===== src/rtl/keypad_pkg.sv =====
// Shared types and constants for the 4x4 keypad scan controller:
// FSM state encoding, key code map and row-pattern helpers.
package keypad_pkg;

    typedef enum logic [1:0] {
        SCAN     = 2'd0,
        DEBOUNCE = 2'd1,
        HOLD     = 2'd2,
        RELEASE  = 2'd3
    } kp_state_t;

    localparam logic [7:0] KEY_NONE = 8'h00;

    // KEYMAP[row][col]; '*' encodes as 0xE and '#' as 0xF
    localparam logic [3:0] KEYMAP [4][4] = '{
        '{4'h1, 4'h2, 4'h3, 4'hA},
        '{4'h4, 4'h5, 4'h6, 4'hB},
        '{4'h7, 4'h8, 4'h9, 4'hC},
        '{4'hE, 4'h0, 4'hF, 4'hD}
    };

    // True when exactly one active-low row is asserted
    function automatic logic one_low(input logic [3:0] rows);
        return ($countones(~rows) == 1);
    endfunction

    function automatic logic [1:0] low_idx(input logic [3:0] rows);
        logic [1:0] idx;
        idx = 2'd0;
        case (rows)
            4'b1110: idx = 2'd0;
            4'b1101: idx = 2'd1;
            4'b1011: idx = 2'd2;
            4'b0111: idx = 2'd3;
            default: idx = 2'd0;
        endcase
        return idx;
    endfunction

endpackage


===== src/rtl/kp_tick_div.sv =====
// Free-running column dwell divider; tick is high for the last cycle of each dwell.
module kp_tick_div #(
    parameter int SCAN_DIV = 50000
) (
    input  logic clk,
    input  logic rst,
    output logic tick
);

    localparam int DW = (SCAN_DIV > 1) ? $clog2(SCAN_DIV) : 1;

    logic [DW-1:0] div;

    assign tick = (div == DW'(SCAN_DIV - 1));

    always_ff @(posedge clk) begin
        if (rst)       div <= '0;
        else if (tick) div <= '0;
        else           div <= div + DW'(1);
    end

endmodule


===== src/rtl/keypad_scan_ctrl.sv =====
// 4x4 keypad scanner: column strobe, row synchronizer, single-key debounce FSM
// and a valid/ready output register holding the encoded key.
module keypad_scan_ctrl
    import keypad_pkg::*;
#(
    parameter int SCAN_DIV       = 50000,
    parameter int DEBOUNCE_SCANS = 4
) (
    input  logic       clk,
    input  logic       rst,
    input  logic [3:0] Keypad_rows,
    output logic [3:0] Keypad_cols,
    output logic [7:0] key_code,
    output logic       key_valid,
    input  logic       key_ready,
    output logic       key_held
);

    localparam int CW = (DEBOUNCE_SCANS > 0) ? $clog2(DEBOUNCE_SCANS + 1) : 1;

    logic          tick;
    logic [3:0]    rows_m, rows_s;
    kp_state_t     state, state_next;
    logic [1:0]    col, col_next;
    logic [CW-1:0] cnt, cnt_next, cnt_inc;
    logic [3:0]    cand_pat;
    logic [1:0]    cand_row;
    logic          latch, load, clr_held;

    kp_tick_div #(.SCAN_DIV(SCAN_DIV)) u_div (
        .clk  (clk),
        .rst  (rst),
        .tick (tick)
    );

    assign Keypad_cols = ~(4'b0001 << col);
    assign cnt_inc     = (cnt == '1) ? cnt : cnt + CW'(1);

    // Rows are asynchronous to clk; only rows_s feeds decisions
    always_ff @(posedge clk) begin
        if (rst) begin
            rows_m <= 4'hF;
            rows_s <= 4'hF;
        end else begin
            rows_m <= Keypad_rows;
            rows_s <= rows_m;
        end
    end

    always_comb begin
        state_next = state;
        col_next   = col;
        cnt_next   = cnt;
        latch      = 1'b0;
        load       = 1'b0;
        clr_held   = 1'b0;
        if (tick) begin
            case (state)
                SCAN: begin
                    // A pending code blocks new presses so it is never overwritten
                    if (!key_valid && one_low(rows_s)) begin
                        latch      = 1'b1;
                        cnt_next   = CW'(1);
                        state_next = DEBOUNCE;
                    end else begin
                        col_next = col + 2'd1;
                    end
                end
                DEBOUNCE: begin
                    if (rows_s == cand_pat) begin
                        cnt_next = cnt_inc;
                        if (cnt_inc >= CW'(DEBOUNCE_SCANS)) begin
                            load       = 1'b1;
                            state_next = HOLD;
                        end
                    end else begin
                        state_next = SCAN;
                        col_next   = col + 2'd1;
                    end
                end
                HOLD: begin
                    if (rows_s == 4'hF) begin
                        cnt_next   = CW'(1);
                        state_next = RELEASE;
                    end
                end
                RELEASE: begin
                    if (rows_s == 4'hF) begin
                        cnt_next = cnt_inc;
                        if (cnt_inc >= CW'(DEBOUNCE_SCANS)) begin
                            clr_held   = 1'b1;
                            state_next = SCAN;
                            col_next   = col + 2'd1;
                        end
                    end else begin
                        state_next = HOLD;
                    end
                end
                default: state_next = SCAN;
            endcase
        end
    end

    always_ff @(posedge clk) begin
        if (rst) begin
            state    <= SCAN;
            col      <= 2'd0;
            cnt      <= '0;
            cand_pat <= 4'hF;
            cand_row <= 2'd0;
        end else begin
            state <= state_next;
            col   <= col_next;
            cnt   <= cnt_next;
            if (latch) begin
                cand_pat <= rows_s;
                cand_row <= low_idx(rows_s);
            end
        end
    end

    // key_code persists after accept; only a new debounced press replaces it
    always_ff @(posedge clk) begin
        if (rst) begin
            key_code  <= KEY_NONE;
            key_valid <= 1'b0;
            key_held  <= 1'b0;
        end else begin
            if (load) begin
                key_code  <= {4'h0, KEYMAP[cand_row][col]};
                key_valid <= 1'b1;
            end else if (key_valid && key_ready) begin
                key_valid <= 1'b0;
            end
            if (load)          key_held <= 1'b1;
            else if (clr_held) key_held <= 1'b0;
        end
    end

endmodule

===== config.mk =====
export PLATFORM = sky130hd
export DESIGN_NAME = keypad_scan_ctrl
export DESIGN_NICKNAME = d
export VERILOG_FILES = /design/src/rtl/keypad_pkg.sv /design/src/rtl/kp_tick_div.sv /design/src/rtl/keypad_scan_ctrl.sv
export SDC_FILE = /design/constraint.sdc
export NUM_CORES = 1
export LEC_CHECK = 0
export ABC_AREA = 0
export BUFFER_PORTS_ARGS = -buffer_cell sky130_fd_sc_hd__buf_2
export CAP_MARGIN = 20
export CORE_ASPECT_RATIO = 1.4
export CORE_UTILIZATION = 50
export CTS_BUF_LIST = sky130_fd_sc_hd__clkbuf_2 sky130_fd_sc_hd__clkbuf_4 sky130_fd_sc_hd__clkbuf_8
export CTS_CLUSTER_DIAMETER = 40
export DETAILED_ROUTE_END_ITERATION = 8
export PLACE_DENSITY_LB_ADDON = 0.3
export SLEW_MARGIN = 20
export SYNTH_ARGS = -nofsm -noshare
export SYNTH_HDL_FRONTEND = slang
export SYNTH_SLANG_ARGS = --single-unit
export TNS_END_PERCENT = 5

===== constraint.sdc =====
create_clock -name clk -period 7.4 [get_ports clk]
set_input_delay 2.22 -clock clk [delete_from_list [all_inputs] [get_ports clk]]
set_output_delay 2.22 -clock clk [all_outputs]
set_load 0.005 [all_outputs]

## Word level (Yosys, flattened, before mapping)

Cells that the tools add are included.

- Flip-flop bits (word level): 43
- Bits in latches: 0
- Bits in writable memories: 0
- ROM bits: 0
- Input port bits: 7
- Output and inout port bits: 14
- Logic and storage cells: 95
- Memories: 0

- Add/sub/neg operators: 6
- $mul: 0
- Div/mod/pow operators: 0
- Magnitude comparators: 3
- Eq/ne operators: 20
- Shifts and indexed selects: 1
- Multiplexer cells: 39
- Bitwise logic cells: 4
- Reduce and logical (&&, ||, !) cells: 11

Operator list:

| operator | count |
|---|---|
| $bmux 16 s2 | 1 |
| $mux 16 | 2 |
| $mux 2 | 10 |
| $add 16x1->16 const B | 1 |
| $eq 16x16->1 const B | 1 |
| $mux 3 | 5 |
| $mux 1 | 14 |
| $ne 2x2->1 const B | 7 |
| $eq 4x4->1 const B | 3 |
| $pmux 2 s3 | 2 |
| $pmux 3 s4 | 1 |
| $reduce_and 5->1 | 2 |
| $ge 3x3->1 const B | 3 |
| $bmux 4 s2 | 1 |
| $mux 4 | 2 |
| $not 4->4 | 2 |
| $pmux 2 s4 | 1 |
| $ne 3x3->1 const B | 2 |
| $not 2->3 | 2 |
| $reduce_and 6->1 | 1 |
| $add 1x1->2 | 2 |
| $eq 2x2->1 const B | 2 |
| $eq 4x3->1 const B | 1 |
| $eq 4x4->1 | 1 |
| 13 further kinds | 15 |

## Depth between registers and ports, before layout

Gate-level depths: netlist of run 1.

- Word-level depth: 9
- Gate-level depth with buffers: 9

## Modules after synthesis

Synthesis of run 1 repeated with hierarchy kept, for this count alone.

- Cells, all modules: 241
- Area total of the unflattened synthesis: 2147.1 um^2

Modules (own cells, without submodules):

| module | instances | cells each | area an instance (um^2) | sequential area each (um^2) |
|---|---|---|---|---|
| keypad_scan_ctrl | 1 | 160 | 1420.1 | 540.5 |
| kp_tick_div | 1 | 81 | 726.9 | 320.3 |

## Worst setup path after synthesis of run 1

OpenSTA, ideal clock, no wires.

- Kind: register -> register
- Start point: register rows_s[0]
- End point: register state[0]
- Arrival time: 3.114 ns
- Data required time: 7.279 ns
- Slack: 4.165 ns
- Stages on the path, launching flop included: 10
- Path buffers: 0
- Cell sequence: dfxtp_1 -> fa_1 -> inv_1 -> ha_1 -> ha_1 -> or4b_2 -> nor2_1 -> a211oi_1 -> a2111oi_0 -> mux2_2

- Word-level cells in the longest chain between the ends: 7
- Elaborated cells between the ends (all ways): 15
- Classes of those cells: 2 x add/sub; 7 x eq/ne; 3 x mux; 1 x bitwise; 2 x reduce/logical

RTL lines:

| what | line | RTL |
|---|---|---|
| start, declared | keypad_scan_ctrl.sv:22 | `logic [3:0] rows_m, rows_s;` |
| start signal, assigned | keypad_scan_ctrl.sv:46 | `rows_s <= rows_m;` |
| $not 4->4 | keypad_pkg.sv:24 | `return ($countones(~rows) == 1);` |
| $add 1x1->2 (not written as such) | keypad_pkg.sv:24 |  |
| $add 2x2->3 (not written as such) | keypad_pkg.sv:24 |  |
| $eq 3x1->1 | keypad_pkg.sv:24 |  |
| $logic_and 1x1->1 | keypad_scan_ctrl.sv:61 | `if (!key_valid && one_low(rows_s)) begin` |
| $ne 2x2->1 (no source line) | -- |  |
| $reduce_and 5->1 (no source line) | -- |  |
| end signal, assigned | keypad_scan_ctrl.sv:112 | `state <= state_next;` |
| end, declared | keypad_scan_ctrl.sv:23 | `kp_state_t state, state_next;` |

Several ways; a longest one is shown, not always the timed one.
A chain may end at the register's enable or synchronous reset.

## Final worst setup path of run 1

- Start point: register col[0]
- End point: output port Keypad_cols[2]

- Word-level cells in the longest chain between the ends: 2

RTL lines:

| what | line | RTL |
|---|---|---|
| start, declared | keypad_scan_ctrl.sv:24 | `logic [1:0] col, col_next;` |
| start signal, assigned | keypad_scan_ctrl.sv:113 | `col <= col_next;` |
| $shl 1x2->4 | keypad_scan_ctrl.sv:36 | `assign Keypad_cols = ~(4'b0001 << col);` |
| $not 4->4 | keypad_scan_ctrl.sv:36 |  |
| end, declared | keypad_scan_ctrl.sv:12 | `output logic [3:0] Keypad_cols,` |

Every way passes these cells.

==> results of run 1 <==
state kept, by name, indices dropped and copies added, names as in the netlist, 3 cells and up:
| name | count |
|---|---|
| cand_pat | 4 |
| cnt | 3 |
| key_code | 4 |
| rows_m | 4 |
| rows_s | 4 |
| u_div.div | 16 |
cells by family after synthesis:
family          after synthesis  synth area share, %
flops                        43                 39.7
simple gates                 94                 24.7
buf+inv                      27                 5.72
compound gates               42                 12.8
mux                           8                 3.75
xor+xnor                     16                 6.47
fa+ha+maj                    11                 6.70
other cells                   1                0.173
cell type report:
| type | count | area share [%] |
|---|---|---|
| multi-input cells | 175 | 50.2 |
| clock buffers | 5 | 2.89 |
| repair buffers | 16 | 3.36 |
| clock inverters | 3 | 2.84 |
| inverters | 14 | 2.21 |
| well taps | 45 | 2.37 |
| flip-flops and latches | 43 | 36.2 |
power by group through the flow:
stage	Clock, W	Combinational [W]	Sequential, W
6_report	0.000218	0.0000217	0.000237
2_1_floorplan	0	0.0000186	0.000242
3_3_place_gp	0	0.0000217	0.000243
5_1_grt	0.000234	0.0000249	0.000238
4_1_cts	0.000223	0.0000220	0.000237
3_5_place_dp	0	0.0000218	0.000243
Yosys cell counts, types with 3 or more instances:
cell type | number | area (um2)
inv_1 | 14 | 52.6
nand4_1 | 5 | 31.3
a21oi_1 | 13 | 65.1
clkbuf_1 | 8 | 30.0
buf_4 | 4 | 30.0
or4b_1 | 3 | 30.0
or2_2 | 9 | 56.3
or3_1 | 6 | 37.5
a211o_1 | 5 | 43.8
mux2i_1 | 7 | 70.1
ha_1 | 10 | 125
nand2_1 | 9 | 33.8
dfxtp_1 | 43 | 861
nor2_1 | 24 | 90.1
xor2_1 | 6 | 52.6
xnor2_1 | 10 | 87.6
nor2b_1 | 5 | 31.3
o21ai_0 | 9 | 45.0
nand3_1 | 12 | 60.1
o31ai_1 | 3 | 22.5
nand2b_1 | 6 | 37.5
cells in the final DEF (no fill, tap or decap), types with 6 or more instances in the layout:
| cell | n |
|---|---|
| a21oi_1 | 13 |
| buf_2 | 16 |
| dfxtp_1 | 43 |
| ha_1 | 10 |
| inv_1 | 14 |
| mux2i_1 | 7 |
| nand2_1 | 9 |
| nand2b_1 | 6 |
| nand3_1 | 12 |
| nor2_1 | 24 |
| o21ai_0 | 9 |
| or2_2 | 9 |
| or3_1 | 6 |
| xnor2_1 | 10 |
| xor2_1 | 6 |
worst paths after layout:
path	depth (start not counted)	endpoint	start	slack, ns
worst max-delay path	4	Keypad_cols[2]	col[0]	3.85
worst min-delay path	1	rows_s[0]	rows_m[0]	0.41
worst max register to register	9	cand_pat[1]	rows_s[0]	3.95
worst min register to register	1	rows_s[0]	rows_m[0]	0.41
per-layer routing:
layer  vias to the layer above  track usage [%]  share of wire, %
met5                         -                0                 0
met4                         0             7.32               1.8
met3                         8             4.54               2.9
met2                        27             34.1                51
met1                       774             19.6                44
li1                        858                -                 -
per-stage QoR:
| step | hold slack [ns] | setup slack [ns] | instance area [um2] | power, W | std cells |
|---|---|---|---|---|---|
| after floorplan | 0.389 | 4.17 | 2180 | 0.000261 | 245 |
| after global placement | 0.392 | 4.03 | 2240 | 0.000264 | 293 |
| after detailed placement | 0.393 | 3.97 | 2240 | 0.000265 | 293 |
| after CTS | 0.406 | 3.84 | 2380 | 0.000483 | 301 |
| after global routing | 0.421 | 3.70 | 2380 | 0.000497 | 301 |
| final | 0.406 | 3.85 | 2380 | 0.000477 | 301 |
==> results.md, run 1 <==
* Run status: finished, violations left
* Failing checks: DRC
* CP Launch Type: flip-flop
* Max Slew Vio Count at 0
* Critical Path RT at 5.18 ns
* Synthesis-stage register bit count at 43
* # diodes at 0
* H-tree Lvls at 2
* Warnings from Yosys at 0
* Routed WL at 3.72 mm
* Chip width at 57.6 um
* Power Density at 200 mW/mm2
* Rows at 28
* Worst-Margin Slew at 0.755 ns
* Per-cell routed wire length at 12.4 um
* Minimum clock period at 3.55 ns
* Net Sw Frac at 20.6%
* Syn_area_per_cell at 8.95 um2
* Die ar. at 0.00461 mm2
* Critical Path Max Stage Delay at 0.52 ns
* Multi-input logic area at 0.00119 mm2
* Fraction of registers with async set or reset after synthesis at 0%
* GPL Wtd Cong at 0.795
* Boundary pin count at 21
* Worst-Skew Late Latency at 0.30 ns
* Hold_buf cts at 0
* Critical-path maximum fanout at 10
* Worst VDD drop at 0.146 mV
* Core area at 0.00420 mm2
* Total number of vias at 1,667
* Clock Power Share at 45.6%
* CTS tree: built
* Pleak at 0.914 nW
* Mapped Cells at 242
* Int Pwr at 0.000379 W
* # clock sinks at 43
* Post-CTS sizing at 0
* MaxCap Viol Count at 0
* Flop pwr share at 49.8%
* Post-CTS Setup Bufs at 0
* Total GRT Usage at 18.4%
* DRC errors left at 3
* Clock transition at path regs at 0.08 ns
* Largest net degree at the start of global routing at 32
* Post-Syn Area at 0.00217 mm2
* GRT overflow at 0
* Net count, final at 273
* First DRT Iteration DRCs at 77
* Unique masters post-synth at 46
* First-pass GRT wire length at 6.54 mm
* Sw Pwr at 0.0000981 W
* ANT nets after route at 0
* Initial antenna violation count at 0
* EDFF count, synth at 0
* Top_reg_cell synth: dfxtp_1
* Fin Setup TNS at 0 ns
* Arrival time worst endpoint at 1.33 ns
* Hold Path Class: reg -> reg
* Sequential Area at 861 um2
* Final core area utilization at 56.6%
* Ratio of cells with drive above 1 in the final layout at 16.0%
* Drt first pass iters at 6
* Number of fill cells at 398
* Setup violations, final at 0
* Fin. Hold Viols at 0
* DIE HEIGHT at 79.9 um
* Relative slew slack at 48.4%
* Syn-to-layout area delta at 9.82%
* Cell mode on critical path: inv_1
* Critical Setup Path Class: reg -> out
* Final Cycle Share at 48.0%
* Initial Util at 51.5%
* Critical Path Sink Type: output port
* Number of global-route vias before repair at 1,544
* HPWL Detailed at 2.61 mm
* Bufs and invs on worst path at 3
* Crit-path cells: inv_1 -> ha_1 -> inv_1 -> buf_2
* Combinational power share at 4.5%
* CTS root buffer: clkbuf_8
* Crit-path slowest cell: dfxtp_1
* RSZ-0062 raised after global routing: false
* CTS Buf Count at 5
* Maximum clock frequency at 281 MHz
* Buffers on Ports at 16
* Top Family by Delay on Critical Path: flip-flops
* Register area share after synthesis at 39.7%
* Max Root-Sink Buffers at 2
* DR vias/cell at 5.54
* Clk_skew at 0.00802 ns
(Power assumes the default switching activity.)
==> run 2: changes to the inputs <==
Settings changed: ABC_AREA 0 to 1.
Clock period 7.4 ns to 3.6 ns, I/O delays scaled along.
==> run 2 against run 1 <==
Effect of this change: the run now ends clean; worst hold slack improved by 0.0075 ns; combinational power rose by 130%; global-route usage rose by 1.1 points; flip-flop and latch count did not move; register-to-register slack got worse by 2.7 ns; routed wire length rose by 18%; largest cell class unchanged.
==> results.md, run 2 <==
* Post-CTS Setup Bufs at 0 (unchanged)
* Worst-Margin Slew at 0.559 ns (-0.196 ns)
* Synthesis-stage register bit count at 43 (unchanged)
* Most numerous cell in the Yosys netlist: nand2_1
* Max reg flops at 16 (unchanged)
* H-tree Lvls at 2 (unchanged)
* Number of cells on the worst reg-to-reg path at 13 (+4)
* Setup violations, final at 0 (unchanged)
* Worst VDD drop at 0.213 mV (+46%)
* Initial Util at 51.9% (+0.34 points)
* Grt met3 use at 3.74% (-0.80 points)
* Yosys top cell by area: dfxtp_1
* Chip width at 60.0 um (+4.1%)
* Syn-to-layout area delta at 9.30%
* Critical Setup Path Class: reg -> out
* Non-Filler Instances at 432 (+44%)
* Fraction of registers with async set or reset after synthesis at 0% (unchanged)
* Max Root-Sink Buffers at 2 (unchanged)
* Area contributors post-synth: dfxtp_1 (37%), nand2_1 (15%), inv_1 (7.8%)
* Min-Delay Path Depth at 1 (unchanged)
* CTS root buffer: clkbuf_8
* Max Slew Vio Count at 0 (unchanged)
* Commonest cells after routing, fill and taps aside: nand2_1 (93), inv_1 (49), nor2_1 (49)
* Most used routing layer: met2
* CP Launch Type: flip-flop
* ANT nets after route at 0 (unchanged)
* MaxCap Viol Count at 0 (unchanged)
* Net count, final at 387 (+42%)
* First-pass GRT wire length at 7.51 mm (+15%)
* Register bank with the most flops: u_div.div
* Warnings from Yosys at 0 (unchanged)
* EDFF count, synth at 0 (unchanged)
* Syn_area_per_cell at 6.74 um2 (-25%)
* Post-synth top cells: nand2_1 (93), inv_1 (49), nor2_1 (49)
* Drt first pass iters at 4 (-2)
* Relative slew slack at 62.6% (+14 points)
* Per-cell routed wire length at 10.2 um (-17%)
* Number of global-route vias before repair at 1,911 (+24%)
* CTS tree: built
* Boundary pin count at 21 (unchanged)
* Hold_buf cts at 0 (unchanged)
* Ratio of cells with drive above 1 in the final layout at 14.9% (-1.2 points)
* DR vias/cell at 4.87 (-12%)
* Run status: completed
* # clock sinks at 43 (unchanged)
* RSZ-0062 raised after global routing: false
* Most common cell after layout, fill and taps aside: nand2_1
* Register area share after synthesis at 36.6% (-3.1 points)
* Unique masters post-synth at 29 (-37%)
* DIE HEIGHT at 83.2 um (+4.1%)
* Final core area utilization at 56.7% (+0.11 points)
* Post-CTS sizing at 0 (unchanged)
* Pre-CTS WS at 1.30 ns (-2.67 ns)
* Inst Count DP at 424 (+45%)
* Number of fill cells at 447 (+12%)
* Critical-path maximum fanout at 8 (-2)
* Core area at 0.00454 mm2 (+7.9%)
* Worst setup margin at 1.23 ns (-2.62 ns)
* First DRT Iteration DRCs at 99 (+29%)
* Minimum clock period at 2.37 ns
* Fin. Hold Viols at 0 (unchanged)
* Die ar. at 0.00499 mm2 (+8.3%)
* Mapped Cells at 349 (+44%)
* Clk_skew at 0.00661 ns (-0.00141 ns)
* Buffers on Ports at 16 (unchanged)
* GPL Wtd Cong at 0.807 (+1.5%)
* Routing usage on met2 at 34.8% (+0.78 points)
* DRC errors left at 0 (-3)
* GRT overflow at 0 (unchanged)
* Post-synth top area share at 36.6% (-3.1 points)
* Top_reg_cell synth: dfxtp_1
* HPWL Detailed at 3.38 mm (+29%)
* Arrival time worst endpoint at 1.29 ns (-0.04 ns)
* Fin Setup TNS at 0 ns (unchanged)
* Worst-Skew Late Latency at 0.30 ns (about the same)
* Hold_ws at 0.414 ns (+0.00746 ns)
* Critical Path Sink Type: output port
* Rows at 29 (+3.6%)
* Largest net degree at the start of global routing at 17 (-47%)
* CTS Buf Count at 5 (unchanged)
* Total number of vias at 2,103 (+26%)
* Final Cycle Share at 66.0%
* Pleak at 1.19 nW (+31%)
* Maximum clock frequency at 421 MHz
* Initial antenna violation count at 0 (unchanged)
* Post-Syn Area at 0.00235 mm2 (+8.6%)
* # diodes at 0 (unchanged)
* Clock transition at path regs at 0.09 ns (about the same)
* Hold Path Class: reg -> reg
* Total GRT Usage at 19.6% (+1.1 points)
* Met1 usage in global routing at 20.6% (+1.0 points)
* R2r setup slk at 1.29 ns (-2.66 ns)
* Power Density at 330 mW/mm2 (+65%)
* Routed WL at 4.41 mm (+18%)
* Critical Path RT at 2.52 ns (-2.66 ns)
[run 2: stage by stage]
stage                     power (W)  area [um2]
final                      0.000848        2570
after global routing       0.000887        2570
after CTS                  0.000856        2570
after detailed placement   0.000548        2480
after global placement     0.000547        2480
after floorplan            0.000539        2360
[run 2: cells by family after synthesis]
logic type                 Yosys count  synth area share, %
buffers and inverters               62                 10.7
adders and majority gates           11                 6.17
AOI/OAI and AO/OA                   33                 7.50
other                                1                0.159
xor gates and xnor gates             5                 1.86
and+or+nand+nor                    194                 37.0
DFF                                 43                 36.6
[run 2: cell type report]
class | count | area [um2] | share of cell area, %
multi-input combinational | 247 | 1250 | 48.6
sequential | 43 | 861 | 33.5
inverter | 55 | 206 | 8.03
timing repair buffer | 17 | 87.6 | 3.40
tap | 62 | 77.6 | 3.02
clock buffer | 5 | 68.8 | 2.68
clock inverter | 3 | 20.0 | 0.778
[run 2: layer usage]
| layer | vias to the layer above | wire length [um] |
|---|---|---|
| li1 | 1102 | - |
| met1 | 944 | 1830 |
| met2 | 44 | 2320 |
| met3 | 13 | 117 |
| met4 | 0 | 144 |
| met5 | - | 0 |
[run 2: worst paths after layout]
check             startpoint              to
setup reg to reg   rows_s[0]          cnt[1]
setup / recovery      col[0]  Keypad_cols[0]
hold / removal     rows_m[0]       rows_s[0]
hold reg to reg    rows_m[0]       rows_s[0]
[run 2: power by group]
part	switching, W	internal, W
clock	0.000176	0.000135
combinational	0.0000315	0.0000176
sequential	0.00000568	0.000482
[run 2: worst max-delay path, cell delays in order (launching register included)]
cell and delay [ns]:
dfxtp_1 0.49, inv_1 0.14, ha_1 0.22, inv_1 0.05
buf_2 0.10
